### src/rtl/alu_mul_sequencer.sv
// Shift-and-add MUL sequencer that borrows the datapath ALU for one ADD per
// multiplier bit and returns the low WIDTH bits of the product.
module alu_mul_sequencer #(
   parameter int         WIDTH   = 32,
   parameter logic [3:0] ALU_ADD = 4'b0000
) (
   input  logic             clk,
   input  logic             reset,
   input  logic             start_i,
   input  logic [WIDTH-1:0] multiplicand_i,
   input  logic [WIDTH-1:0] multiplier_i,
   output logic             busy_o,
   output logic             done_o,
   output logic [WIDTH-1:0] product_o,
   output logic [3:0]       ALU_Operation_o,
   output logic [WIDTH-1:0] ALU_A_o,
   output logic [WIDTH-1:0] ALU_B_o,
   input  logic [WIDTH-1:0] ALU_Result_i
);

   typedef enum logic [1:0] {IDLE, RUN, DONE} state_t;

   state_t           state;
   logic [WIDTH-1:0] acc;
   logic [WIDTH-1:0] mcand;
   logic [WIDTH-1:0] mplier;
   logic [WIDTH-1:0] acc_next;
   logic [WIDTH-1:0] mplier_next;

   // The ALU sum is only taken when the current multiplier bit is set.
   always_comb begin
      acc_next    = mplier[0] ? ALU_Result_i : acc;
      mplier_next = mplier >> 1;
   end

   assign ALU_Operation_o = ALU_ADD;
   assign ALU_A_o         = (state == RUN) ? acc   : '0;
   assign ALU_B_o         = (state == RUN) ? mcand : '0;

   always_ff @(posedge clk) begin
      if (reset) begin
         state     <= IDLE;
         busy_o    <= 1'b0;
         done_o    <= 1'b0;
         product_o <= '0;
         acc       <= '0;
         mcand     <= '0;
         mplier    <= '0;
      end else begin
         case (state)
            IDLE: begin
               done_o <= 1'b0;
               if (start_i) begin
                  acc    <= '0;
                  mcand  <= multiplicand_i;
                  mplier <= multiplier_i;
                  busy_o <= 1'b1;
                  if (multiplier_i == '0) begin
                     state     <= DONE;
                     done_o    <= 1'b1;
                     product_o <= '0;
                  end else begin
                     state <= RUN;
                  end
               end
            end
            RUN: begin
               acc    <= acc_next;
               mcand  <= mcand << 1;
               mplier <= mplier_next;
               // Stop as soon as no set bits remain; product includes this add.
               if (mplier_next == '0) begin
                  state     <= DONE;
                  done_o    <= 1'b1;
                  product_o <= acc_next;
               end
            end
            DONE: begin
               state  <= IDLE;
               done_o <= 1'b0;
               busy_o <= 1'b0;
            end
            default: begin
               state  <= IDLE;
               done_o <= 1'b0;
               busy_o <= 1'b0;
            end
         endcase
      end
   end

endmodule

### config.mk
export PLATFORM = sky130hd
export DESIGN_NAME = alu_mul_sequencer
export DESIGN_NICKNAME = d
export VERILOG_FILES = /design/src/rtl/alu_mul_sequencer.sv
export SDC_FILE = /design/constraint.sdc
export NUM_CORES = 1
export LEC_CHECK = 0
export CAP_MARGIN = 0
export CORE_MARGIN = 2
export CORE_UTILIZATION = 25
export CTS_CLUSTER_DIAMETER = 60
export CTS_CLUSTER_SIZE = 28
export DETAILED_ROUTE_END_ITERATION = 7
export HOLD_SLACK_MARGIN = 0.15
export PLACE_DENSITY = 0.47
export RECOVER_POWER = 100
export SLEW_MARGIN = 5
export SYNTH_ARGS = -nofsm -noshare
export SYNTH_HDL_FRONTEND = slang
export SYNTH_SLANG_ARGS = --single-unit
### constraint.sdc
create_clock -name clk -period 2.1 [get_ports clk]
set_input_delay 0.42 -clock clk [delete_from_list [all_inputs] [get_ports clk]]
set_output_delay 0.42 -clock clk [all_outputs]
set_load 0.005 [all_outputs]
## Word level (Yosys, flattened, before mapping)

Index checks and enable logic that the tools add are counted.
W data, S select, Z words.

| operators by class | value |
|---|---|
| add/subtract/negate cells | 0 |
| multipliers | 0 |
| div/mod/pow operators | 0 |
| order comparisons | 0 |
| equal/unequal tests | 4 |
| shift operators | 0 |
| multiplexer cells | 23 |
| bitwise operators | 1 |
| reduce and logical (&&, ||, !) cells | 8 |

Operator list:

| kind | number |
|---|---|
| $mux W32 | 9 |
| $pmux W32 S2 | 4 |
| $logic_not A32 Y1 | 2 |
| $mux W2 | 3 |
| $reduce_and A2 Y1 | 3 |
| $mux W1 | 4 |
| $ne A2 B2 Y1 const B | 2 |
| $pmux W1 S2 | 2 |
| $pmux W2 S2 | 1 |
| $reduce_and A4 Y1 | 1 |
| $eq A2 B1 Y1 const B | 1 |
| $logic_not A2 Y1 | 1 |
| $ne A2 B1 Y1 const B | 1 |
| $reduce_bool A2 Y1 | 1 |
| $not A1 Y1 | 1 |

| storage, ports and cells | value |
|---|---|
| register bits after elaboration | 132 |
| bits in latches | 0 |
| memory bits (writable) | 0 |
| bits in read-only memories | 0 |
| input port bits | 99 |
| output and inout port bits | 102 |
| word-level logic and storage cells | 43 |
| memories | 0 |

## Depth between registers and ports, before layout

| logic depth | value |
|---|---|
| depth in word-level cells | 4 |
| mapped depth | 9 |
| gate-level depth less buffers | 5 |

## Worst setup path before layout

Ideal clock, no wire load.

| timing path | value |
|---|---|
| kind | input-to-reg |
| start | input multiplier_i[3] |
| end | register product_o[18] |
| setup time | 0.085 ns |
| data arrival time | 1.871 ns |
| data required time | 2.015 ns |
| setup slack | 0.144 ns |
| cell stages on the path | 8 |
| path buffers | 3 |
| cells stage by stage | nor4_1 -> nand4_1 -> or3_1 -> buf_2 -> and2_4 -> buf_6 -> buf_6 -> o31ai_2 |

| between the ends | value |
|---|---|
| word-level cells in the longest chain between the ends | 3 |

RTL lines:

| item | RTL line | text |
|---|---|---|
| start: declaration | 11 | `input logic [WIDTH-1:0] multiplier_i,` |
| $logic_not A32 Y1 | 58 | `if (multiplier_i == '0) begin` |
| $ne A2 B2 Y1 (no source line) | - |  |
| $reduce_and A4 Y1 (no source line) | - |  |
| end signal: assignment | 75 | `product_o <= acc_next;` |
| end: declaration | 14 | `output logic [WIDTH-1:0] product_o,` |

No other way between the ends.
A chain may end at the register's enable or synchronous reset.

## Worst setup path in the final report

| timing path | value |
|---|---|
| start | register state[0] |
| end | output ALU_B_o[27] |

| between the ends | value |
|---|---|
| word-level cells in the longest chain between the ends | 2 |

RTL lines:

| item | RTL line | text |
|---|---|---|
| start: declaration | 23 | `state_t state;` |
| start signal: assignment | 42 | `state <= IDLE;` |
| start signal: assignment | 59 | `state <= DONE;` |
| start signal: assignment | 63 | `state <= RUN;` |
| $eq A2 B1 Y1 | 38 | `assign ALU_B_o = (state == RUN) ? mcand : '0;` |
| $mux W32 | 38 |  |
| end: declaration | 17 | `output logic [WIDTH-1:0] ALU_B_o,` |

No other way between the ends.

==> flow_metrics.tcl <==
set metrics [dict create \
    die_y_um 161 \
    netlist_area_mm2 0.00617 \
    htree_levels 4 \
    timing.final.ws_setup_ns 0.0681 \
    core-area_mm2 0.0242 \
    ys_seq_area_share_pct 42.8 \
    period_share_pct 96.8 \
    dieArea_mm2 0.0259 \
    cts_buffer_depth 2 \
    antenna_found_initial 0 \
    synth_area_leaders "dfxtp_1 43%, nor2_1 7.2%, and2_1 6.5%" \
    path_clk_slew_ns 0.05 \
    grt_max_degree 58 \
    fin_crit_ns 2.03 \
    crit_path_max_fanout 9 \
    hpwl_mm 13.2 \
    hold_path.class "input port to flop" \
    antenna_left 0 \
    cts-root-buf "clkbuf_16" \
    run_status "complete, no violations" \
    yosys_warnings 0 \
    drv_cap 0 \
    drc 0 \
    initial_core_util_pct 25.4 \
    area_growth_pct 54.3 \
    drtPass1Iterations 4 \
    yosys.area.top_type "dfxtp_1" \
    fin_area_mm2 0.00952 \
    fin_skew_ns 0.00998 \
    synth_cells 729 \
    finalHoldViolations 0 \
    portBuffers 196 \
    yosysTopAreaCellShare_pct 42.8 \
    crit_type "flop to output port" \
    grt_use_total_pct 16.0 \
    post_route_cells_drive_above_1_share_pct 22.0 \
    rows 57 \
    die_w_um 161 \
    finalSetupTns_ns 0 \
    cts_tree "done" \
    cp.arrival_ns 1.61 \
    fin_cells 1277 \
    p_leak_nw 3.92 \
    cp-end-kind "output port" \
    place_area_mm2 0.00874 \
    syn_avg_cell_area_um2 8.46 \
    rsz0062_at_grt "yes" \
    ys_ff_latch 132 \
    crit_path_start_kind "flop" \
    slew_viol_final 0 \
    fmax_mhz 492 \
    dpl.cell_count 1226 \
    n_antenna_cell 0 \
    drt_iter0_markers 238 \
    dp_slack_ns -0.505 \
    avgRoutedWirePerCell_um 16.2 \
    cp_data_required_time_ns 1.68 \
    vias_per_cell 4.64 \
    ir_drop_mv 0.456 \
    clock_sink_count 132 \
    first_global_vias 5871 \
    ios 201 \
    ys_types 31 \
    routed_wl_mm 20.7 \
    overflow 0 \
    cts_made_buffers 17 \
    grt_pass1_wl_mm 32.9 \
    finalNetCount 1039 \
    worstSkewPairLatency_ns 0.42 \
    power_density_mw_per_mm2 732 \
    vias 5930 \
    setup_viol 0 \
    place.gp.congestion 0.735 \
]
[flip-flops by register name, summed over array words and instances (netlist names)]
register / flops
mcand: 32
mplier: 32
busy_o: 1
acc: 32
state: 2
done_o: 1
product_o: 32
[cell families after synthesis]
logic type / count (synthesis) / synth area share (%)
multiplexers: 32 / 5.84
other: 1 / 0.0608
AO/OA/AOI/OAI: 103 / 13.9
flip-flops: 132 / 42.8
buffers and inverters: 78 / 5.58
AND/OR/NAND/NOR: 383 / 31.7
[Yosys cell counts (all sizes together)]
library cell,count
nand2,73
nor4,46
a21oi,34
dfxtp,132
or3,3
o31ai,32
nand4,4
mux2,32
o21ai,3
or2,1
o32ai,1
buf,17
nor3,38
inv,3
a211oi,9
nor2,119
nor3b,1
clkbuf,58
nand2b,1
a22oi,2
a221oi,17
and2,65
a2bb2oi,5
conb,1
nand4b,32
[stage by stage]
| stage | power, mW | util (%) | hold WS, ns |
|---|---|---|---|
| after CTS | 7.08 | 39.2 | 0.329 |
| after global placement | 4.02 | 36.1 | 0.451 |
| after detailed placement | 4.02 | 36.1 | 0.456 |
| after global routing | 7.34 | 39.2 | 0.355 |
| after floorplan | 3.43 | - | 0.442 |
| final | 6.97 | 39.2 | 0.355 |
[repair_timing]
action                                  CTS  global route
buffers inserted                         12             1
cloned                                    4             2
endpoints found under the setup margin   96            55
pin swaps                                 3             3
hold buffers                              0             0
gates resized for setup                 121            43
[path summary, 6_finish.rpt]
path | from | cells past startpoint | slack [ns] | to
min | reset | 2 | 0.35 | mplier[31]
max reg2reg | mplier[15] | 6 | 0.13 | product_o[19]
min reg2reg | acc[6] | 2 | 0.46 | acc[6]
max | state[0] | 8 | 0.07 | ALU_B_o[27]
[per-layer routing]
layer / share of wire (%) / track usage (%) / up-vias
li1: - / - / 3006
met1: 48 / 21.2 / 2763
met2: 46 / 25.5 / 153
met3: 5.9 / 5.01 / 8
met4: 0.59 / 3.53 / 0
met5: 0 / 0 / -
[layout make-up]
type,count,area [µm²]
tap,324,405
sequential,132,2650
inverter,3,11.3
clock buffer,21,480
multi-input combinational,524,3300
fill,2546,14700
timing repair buffer,262,2570
clock inverter,11,98.8
[cell usage in the layout (no fill, tap or decap), types with 18 or more instances in the layout]
| master | n |
|---|---|
| dfxtp_1 | 130 |
| nor2_1 | 117 |
| clkdlybuf4s50_1 | 97 |
| nand2_1 | 73 |
| and2_1 | 50 |
| nor4_1 | 42 |
| buf_4 | 41 |
| nor3_1 | 38 |
| dlygate4sd2_1 | 35 |
| a21oi_1 | 34 |
| dlygate4sd3_1 | 34 |
| mux2_2 | 32 |
| nand4b_1 | 32 |
| o31ai_2 | 30 |
| clkbuf_16 | 18 |
[worst max-delay path, cell delays in order (launching register included)]
cell	delay, ns
dfxtp_2	0.33
inv_2	0.05
nor2_4	0.11
buf_12	0.17
buf_12	0.12
buf_6	0.09
buf_6	0.09
and2_4	0.14
buf_6	0.09
[where the power goes]
group	leakage (nW)	internal (mW)	switching (mW)
clock network	0.282	1.76	1.16
logic	2.56	0.677	0.605
registers	1.08	2.66	0.109
Note: power is estimated with default switching activity, not from simulation.
